[src/rtl/cve2_pkg.sv]
// Shared types and bounds for the OBI instruction/data arbiter.
package cve2_pkg;

    typedef enum logic {
        SrcInstr = 1'b0,
        SrcData  = 1'b1
    } obi_src_e;

    localparam int unsigned MaxOutstandingBound = 4;

endpackage

[src/rtl/cve2_obi_src_fifo.sv]
// Outstanding-transaction FIFO holding the requester ID of each granted request.
module cve2_obi_src_fifo
    import cve2_pkg::*;
#(
    parameter int unsigned Depth = 2
) (
    input  logic     clk_i,
    input  logic     rst_ni,
    input  logic     push_i,
    input  obi_src_e push_src_i,
    input  logic     pop_i,
    output obi_src_e head_o,
    output logic     full_o,
    output logic     empty_o
);

    localparam int unsigned PtrW = (Depth > 1) ? $clog2(Depth) : 1;
    localparam int unsigned CntW = $clog2(Depth + 1);

    obi_src_e        mem_q [Depth];
    obi_src_e        mem_d [Depth];
    logic [PtrW-1:0] wptr_q, wptr_d;
    logic [PtrW-1:0] rptr_q, rptr_d;
    logic [CntW-1:0] cnt_q, cnt_d;
    logic            do_push, do_pop;

    // Depth need not be a power of two, so wrap explicitly.
    function automatic logic [PtrW-1:0] ptr_inc(input logic [PtrW-1:0] p);
        return (p == PtrW'(Depth - 1)) ? '0 : p + 1'b1;
    endfunction

    assign full_o  = (cnt_q == CntW'(Depth));
    assign empty_o = (cnt_q == '0);
    assign head_o  = mem_q[rptr_q];
    assign do_push = push_i & ~full_o;
    assign do_pop  = pop_i & ~empty_o;

    always_comb begin
        mem_d  = mem_q;
        wptr_d = wptr_q;
        rptr_d = rptr_q;
        cnt_d  = cnt_q;
        if (do_push) begin
            mem_d[wptr_q] = push_src_i;
            wptr_d        = ptr_inc(wptr_q);
        end
        if (do_pop) begin
            rptr_d = ptr_inc(rptr_q);
        end
        case ({do_push, do_pop})
            2'b10:   cnt_d = cnt_q + 1'b1;
            2'b01:   cnt_d = cnt_q - 1'b1;
            default: cnt_d = cnt_q;
        endcase
    end

    always_ff @(posedge clk_i or negedge rst_ni) begin
        if (!rst_ni) begin
            mem_q  <= '{default: SrcInstr};
            wptr_q <= '0;
            rptr_q <= '0;
            cnt_q  <= '0;
        end else begin
            mem_q  <= mem_d;
            wptr_q <= wptr_d;
            rptr_q <= rptr_d;
            cnt_q  <= cnt_d;
        end
    end

endmodule

[src/rtl/cve2_obi_arbiter.sv]
// Round-robin arbiter merging instruction fetch and load/store onto one OBI port,
// routing responses back in order via the outstanding-ID FIFO.
module cve2_obi_arbiter
    import cve2_pkg::*;
#(
    parameter int unsigned MaxOutstanding = 2
) (
    input  logic        clk_i,
    input  logic        rst_ni,
    input  logic        instr_req_i,
    input  logic [31:0] instr_addr_i,
    output logic        instr_gnt_o,
    output logic        instr_rvalid_o,
    input  logic        data_req_i,
    input  logic        data_we_i,
    input  logic [3:0]  data_be_i,
    input  logic [31:0] data_addr_i,
    input  logic [31:0] data_wdata_i,
    output logic        data_gnt_o,
    output logic        data_rvalid_o,
    output logic [31:0] rsp_rdata_o,
    output logic        rsp_err_o,
    output logic        bus_req_o,
    input  logic        bus_gnt_i,
    output logic        bus_we_o,
    output logic [3:0]  bus_be_o,
    output logic [31:0] bus_addr_o,
    output logic [31:0] bus_wdata_o,
    input  logic        bus_rvalid_i,
    input  logic [31:0] bus_rdata_i,
    input  logic        bus_err_i,
    output logic        busy_o,
    output logic        spurious_rsp_o
);

    // Out-of-range depths are clamped rather than producing a malformed FIFO.
    localparam int unsigned Depth = (MaxOutstanding > MaxOutstandingBound) ? MaxOutstandingBound :
                                    (MaxOutstanding < 1) ? 1 : MaxOutstanding;

    obi_src_e winner;
    obi_src_e head;
    logic     fifo_full, fifo_empty;
    logic     push, rsp_ok;
    logic     data_sel;

    logic     lock_q, lock_d;
    obi_src_e lock_src_q, lock_src_d;
    obi_src_e prio_q, prio_d;
    logic     spurious_q, spurious_d;

    always_comb begin
        if (lock_q)                        winner = lock_src_q;
        else if (instr_req_i & data_req_i) winner = prio_q;
        else if (data_req_i)               winner = SrcData;
        else                               winner = SrcInstr;
    end

    assign bus_req_o   = (instr_req_i | data_req_i) & ~fifo_full;
    assign data_sel    = bus_req_o & (winner == SrcData);
    assign bus_we_o    = data_sel & data_we_i;
    assign bus_be_o    = data_sel ? data_be_i : (bus_req_o ? 4'hF : 4'h0);
    assign bus_addr_o  = data_sel ? data_addr_i : (bus_req_o ? instr_addr_i : 32'h0);
    assign bus_wdata_o = data_sel ? data_wdata_i : 32'h0;

    assign push        = bus_req_o & bus_gnt_i;
    assign instr_gnt_o = push & (winner == SrcInstr);
    assign data_gnt_o  = push & (winner == SrcData);

    assign rsp_ok         = bus_rvalid_i & ~fifo_empty;
    assign instr_rvalid_o = rsp_ok & (head == SrcInstr);
    assign data_rvalid_o  = rsp_ok & (head == SrcData);
    assign rsp_rdata_o    = bus_rdata_i;
    assign rsp_err_o      = bus_err_i;

    assign busy_o         = ~fifo_empty | instr_req_i | data_req_i;
    assign spurious_rsp_o = spurious_q;

    always_comb begin
        lock_d     = lock_q;
        lock_src_d = lock_src_q;
        prio_d     = prio_q;
        spurious_d = spurious_q | (bus_rvalid_i & fifo_empty);
        if (bus_req_o & ~bus_gnt_i) begin
            lock_d     = 1'b1;
            lock_src_d = winner;
        end else if (push) begin
            lock_d = 1'b0;
            prio_d = (winner == SrcData) ? SrcInstr : SrcData;
        end
    end

    always_ff @(posedge clk_i or negedge rst_ni) begin
        if (!rst_ni) begin
            lock_q     <= 1'b0;
            lock_src_q <= SrcData;
            prio_q     <= SrcData;
            spurious_q <= 1'b0;
        end else begin
            lock_q     <= lock_d;
            lock_src_q <= lock_src_d;
            prio_q     <= prio_d;
            spurious_q <= spurious_d;
        end
    end

    cve2_obi_src_fifo #(
        .Depth(Depth)
    ) u_src_fifo (
        .clk_i      (clk_i),
        .rst_ni     (rst_ni),
        .push_i     (push),
        .push_src_i (winner),
        .pop_i      (bus_rvalid_i),
        .head_o     (head),
        .full_o     (fifo_full),
        .empty_o    (fifo_empty)
    );

endmodule

[config.mk]
export PLATFORM = sky130hd
export DESIGN_NAME = cve2_obi_arbiter
export DESIGN_NICKNAME = d
export VERILOG_FILES = /design/src/rtl/cve2_pkg.sv /design/src/rtl/cve2_obi_src_fifo.sv /design/src/rtl/cve2_obi_arbiter.sv
export SDC_FILE = /design/constraint.sdc
export NUM_CORES = 1
export LEC_CHECK = 0
export CAP_MARGIN = 0
export CORE_AREA = 2 2 96 98
export DETAILED_ROUTE_END_ITERATION = 10
export DIE_AREA = 0 0 98 100
export PLACE_DENSITY = 0.73
export SYNTH_ARGS = -nofsm -noshare
export SYNTH_HDL_FRONTEND = slang
export SYNTH_SLANG_ARGS = --single-unit
[constraint.sdc]
create_clock -name clk_i -period 3.8 [get_ports clk_i]
set_clock_uncertainty 0.1 [all_clocks]
set_input_delay 0.57 -clock clk_i [delete_from_list [all_inputs] [get_ports clk_i]]
set_output_delay 0.57 -clock clk_i [all_outputs]
set_load 0.1 [all_outputs]
==> metrics.txt, run 1 <==
Post-DRT Antenna Nets=0; DRC errors left=0; Synth cell types=31; setup violators final=0; unrepaired setup endpoints after global routing=no; yosys warns=0; clk buf depth=2; setup bufs post-CTS=0; core area=~0.0089 sq mm; Port-buffer cells=182; Syn Area/Cell=8.61 sq um; n_diodes=0; Worst Tran Pin Value=996 ps; max_slew headroom=approximately a third; die area=about 0.0098 sq mm; Setup TNS=0 ps; Worst Setup End Kind=output port; CTS Root Buffer Type=clkbuf_8; synthesized flop and latch total=10; Final Slew Violations=0; H-tree depth=1; Initial Util=between 20% and 30%; Clock Sinks=10; Die Width=around 100 um; DR vias=around 2.2k; Final Util=47.2%; Post-Syn Instances=240; largest net degree at the start of global routing=45; dpl hpwl=between 5000 and 6000 um; Final Non-Filler Cells=482; CTS Buf Count=3; PostCTS Resize Cnt=0; status=complete, no violations; clock period minus worst slack=3080 ps; post-route clock period utilization=between 80% and 90%; vias in the first global route=around 2.2k; routed vias/inst=~4.6; Final Hold Violating Endpoints=0; Placed Cells=between 400 and 500; Crit Path Category=in -> out; Die Span Y=100 um; Hold WS=around 380 ps; Reg2Reg Setup Slack=about 1800 ps; # fillers=between 800 and 900; Iteration-0 DRC Markers=54; crit start category=primary input; cell area after synthesis=between 0.002 and 0.0025 sq mm; Register Area=around 250 sq um; max_cap viols=0; global-route wire length before repair=10700 um; CTS clk-pin slew, worst paths=roughly 40 ps; First-pass DRT Iterations=4; gr usage total=13.0%; total global routing overflow=0; Post-Route WL=6950 um; share of post-route cells with drive strength above 1=33.2%; post-DR wirelength/cell=approximately 14 um; type of the worst min-delay path=reg -> reg; Nets=between 500 and 600; GP Congestion=0.768; CP arrival=2410 ps; Post-CTS Hold Fix Bufs=0; row count=35; Post-synth ARST share=100%; EDFF count, synth=0; syn nets=roughly 380; Clk Latency, worst-skew pair=about 230 ps; CP required=around 3100 ps; area of the multi-input gates=0.00129 sq mm; Fmax achieved=0.324 GHz; crit path max fanout=44; I/O pins=about 250; Primary FF master, synth=dfrtp_1; TritonCTS clock tree=done; initial antenna violation count=0; area grow syn2layout=103%; post-synthesis sequential area ratio=~12%
[cells in the mapped netlist (2+ instances only)]
master | n | area, sq um
buf_4 | 36 | 270
nand3_1 | 35 | 175
and3_1 | 33 | 206
mux2i_1 | 33 | 330
nand3_2 | 30 | 300
buf_2 | 10 | 50.1
buf_6 | 10 | 113
dfrtp_1 | 8 | 200
o21a_1 | 6 | 45.0
nor2_1 | 5 | 18.8
buf_12 | 4 | 80.1
xnor2_1 | 4 | 35.0
a31oi_1 | 3 | 18.8
nor2b_1 | 3 | 18.8
dfstp_2 | 2 | 52.6
inv_1 | 2 | 7.51
nand2b_1 | 2 | 12.5
[final cells by class]
class | count | share of cell area (%)
Timing Repair Buffer | 188 | 58.8
Multi-Input combinational cell | 167 | 30.6
Inverter | 2 | 0.179
Tap cell | 111 | 3.31
Clock buffer | 4 | 1.07
Sequential cell | 10 | 6.02
[per-stage QoR]
stage	area (sq um)	setup WS, ps
4_1_cts	4200	702
6_report	4200	717
3_5_place_dp	4150	704
5_1_grt	4200	593
3_3_place_gp	4150	790
2_1_floorplan	2070	345
[critical path: stages]
cell	delay [ps]
clkdlybuf4s50_1	520
or2_2	150
buf_4	450
nand3_1	170
mux2i_1	310
buf_12	220
[registers in the layout (all words and copies together), names as in the netlist]
signal	flops
lock_q	1
lock_src_q	1
prio_q	1
spurious_rsp_o	1
u_src_fifo.cnt_q	2
u_src_fifo.mem_q	2
u_src_fifo.rptr_q	1
u_src_fifo.wptr_q	1
[layer usage]
layer / up-vias / track usage, % / part of all wire, %
met4: 0 / 4.06 / 2.3
met5: - / 0 / 0
li1: 1074 / - / -
met2: 117 / 24.6 / 53
met1: 1010 / 14.3 / 36
met3: 22 / 3.06 / 8.5
[final timing paths]
path / startpoint / to / cells after the start
worst max-delay path: data_req_i / bus_addr_o[14] / 6
worst min-delay path: spurious_rsp_o / spurious_rsp_o / 1
worst max register to register: u_src_fifo.cnt_q[0] / u_src_fifo.cnt_q[1] / 6
worst min register to register: spurious_rsp_o / spurious_rsp_o / 1
max in group asynchronous: rst_ni / lock_src_q / 1
min in group asynchronous: rst_ni / lock_q / 1
[logic make-up after synthesis]
| group | share of synthesized area (%) |
|---|---|
| AOI/OAI and AO/OA | 4.54 |
| xor gates and xnor gates | 2.12 |
| adders and majority gates | 0.606 |
| buffers and inverters | 25.9 |
| DFF | 12.2 |
| muxes | 17.3 |
| and+or+nand+nor | 37.3 |
[cells in the final DEF (no fill, tap or decap), drive strengths merged, types with 3 or more instances in the layout]
cell type,n
a31oi,4
and3,33
buf,81
clkbuf,4
clkdlybuf4s50,107
dfrtp,8
mux2i,33
nand2b,3
nand3,65
nor2,5
nor2b,3
o21a,6
xnor2,4
Power of run 1 is left out: the tool's default activity adds up to more than one toggle a clock period on the data nets, which glitch-free logic cannot reach.
==> run 2: changes to the inputs <==
==> constraint.sdc (replaced) <==
create_clock -name clk_i -period 3.1 [get_ports clk_i]
set_clock_uncertainty 0.1 [all_clocks]
set_input_delay 0.465 -clock clk_i [delete_from_list [all_inputs] [get_ports clk_i]]
set_output_delay 0.465 -clock clk_i [all_outputs]
set_load 0.1 [all_outputs]
==> metrics.txt, run 2 (synthesis gave the netlist of run 1 again) <==
Fmax achieved=between 0.3 and 0.4 GHz; TritonCTS clock tree=done; post-DR wirelength/cell=15.1 um (+4.9%); max_cap viols=0 (unchanged); Post-CTS Hold Fix Bufs=0 (unchanged); largest net degree at the start of global routing=42 (-6.7%); vias in the first global route=2219 (-1.1%); routed vias/inst=4.48 (-2.9%); commonest cells after routing, fill and taps aside=106 x clkdlybuf4s50_1, 77 x buf_12, 35 x nand3_1, 33 x and3_1, 30 x nand3_2; CTS clk-pin slew, worst paths=50 ps (about the same); row count=35 (unchanged); core area=0.00889 sq mm (unchanged); Top Registers=u_src_fifo.cnt_q x2, u_src_fifo.mem_q x2; clock period minus worst slack=between 2000 and 3000 ps; crit path max fanout=24 (-45%); Final Slew Violations=0 (unchanged); DRC errors left=0 (unchanged); Die Width=98 um (unchanged); crit start category=primary input; type of the worst min-delay path=reg -> reg; gr usage total=14.1% (+1.1 points); clk buf depth=2 (unchanged); Clock Sinks=10 (unchanged); H-tree depth=1 (unchanged); CP arrival=2130 ps (-280 ps); Clk Latency, worst-skew pair=230 ps (about the same); Port-buffer cells=182 (unchanged); DR vias=2162 (-2.7%); Initial Util=23.2% (unchanged); CTS Root Buffer Type=clkbuf_8; Post-DRT Antenna Nets=0 (unchanged); post-route clock period utilization=between 80% and 90%; Setup TNS=0 ps (unchanged); First-pass DRT Iterations=4 (unchanged); setup bufs post-CTS=0 (unchanged); total global routing overflow=0 (unchanged); global-route wire length before repair=11500 um (+7.6%); n_diodes=0 (unchanged); area grow syn2layout=116%; Nets=514 (+0.19%); initial antenna violation count=0 (unchanged); Iteration-0 DRC Markers=39 (-28%); Hold WS=368 ps (-11.6 ps); die area=0.00980 sq mm (unchanged); setup violators final=0 (unchanged); CTS Buf Count=3 (unchanged); dpl hpwl=5870 um (+5.5%); status=complete, no violations; I/O pins=249 (unchanged); Crit Path Category=in -> out; Final Util=50.1% (+2.9 points); unrepaired setup endpoints after global routing=no; most common cell after layout, fill and taps aside=clkdlybuf4s50_1; GP Congestion=0.774 (+0.76%); share of post-route cells with drive strength above 1=38.4% (+5.3 points); max_slew headroom=67.3% (+34 points); CP required=2530 ps (-600 ps); PostCTS Resize Cnt=0 (unchanged); Worst Setup End Kind=output port; Final Hold Violating Endpoints=0 (unchanged); Worst Tran Pin Value=486 ps (-510 ps); Post-Route WL=7310 um (+5.1%); Die Span Y=100 um (unchanged)
[run 2: cell count changes in the layout (fill, tap and decap cells not counted)]
cell	before	now
buf_12	63	77
buf_4	18	6
clkbuf_1	1	0
clkbuf_8	3	4
clkdlybuf4s50_1	107	106
mux2i_1	33	16
mux2i_2	0	17
[run 2: final timing paths]
check	startpoint	end	slack [ps]	cells past startpoint
worst max-delay path	instr_req_i	bus_addr_o[30]	400	6
worst min-delay path	spurious_rsp_o	spurious_rsp_o	370	1
worst max register to register	u_src_fifo.cnt_q[0]	u_src_fifo.cnt_q[1]	1320	5
worst min register to register	spurious_rsp_o	spurious_rsp_o	370	1
max in group asynchronous	rst_ni	prio_q	2090	1
min in group asynchronous	rst_ni	u_src_fifo.cnt_q[0]	460	1
[run 2: critical path, cell delays in order]
cell             delay [ps]
clkdlybuf4s50_1         460
nor2b_1                 170
o21a_2                  220
buf_12                  210
mux2i_1                 370
buf_12                  220
[run 2: routing by layer]
layer / global-route usage, % / part of all wire (%) / wire (um)
met5: 0 / 0 / 0
met4: 2.14 / 0.89 / 65
met3: 2.92 / 6.7 / 490
met2: 25.7 / 53 / 3840
met1: 17.5 / 40 / 2910
[run 2: stage by stage]
stage / cell area, sq um / setup WS [ps] / std cells
after floorplan: 2130 / -145 / 240
after global placement: 4400 / 476 / 479
after detailed placement: 4400 / 382 / 479
after CTS: 4450 / 363 / 483
after global routing: 4450 / 306 / 483
final: 4450 / 402 / 483
[run 2: layout make-up]
type / instances / area, sq um
clock buffers: 4 / 55.1
fillers: 813 / 4440
inverters: 2 / 7.51
multi-input cells: 167 / 1350
flip-flops and latches: 10 / 253
well taps: 111 / 139
repair buffers: 189 / 2650
Power of run 2 is left out for the same reason.
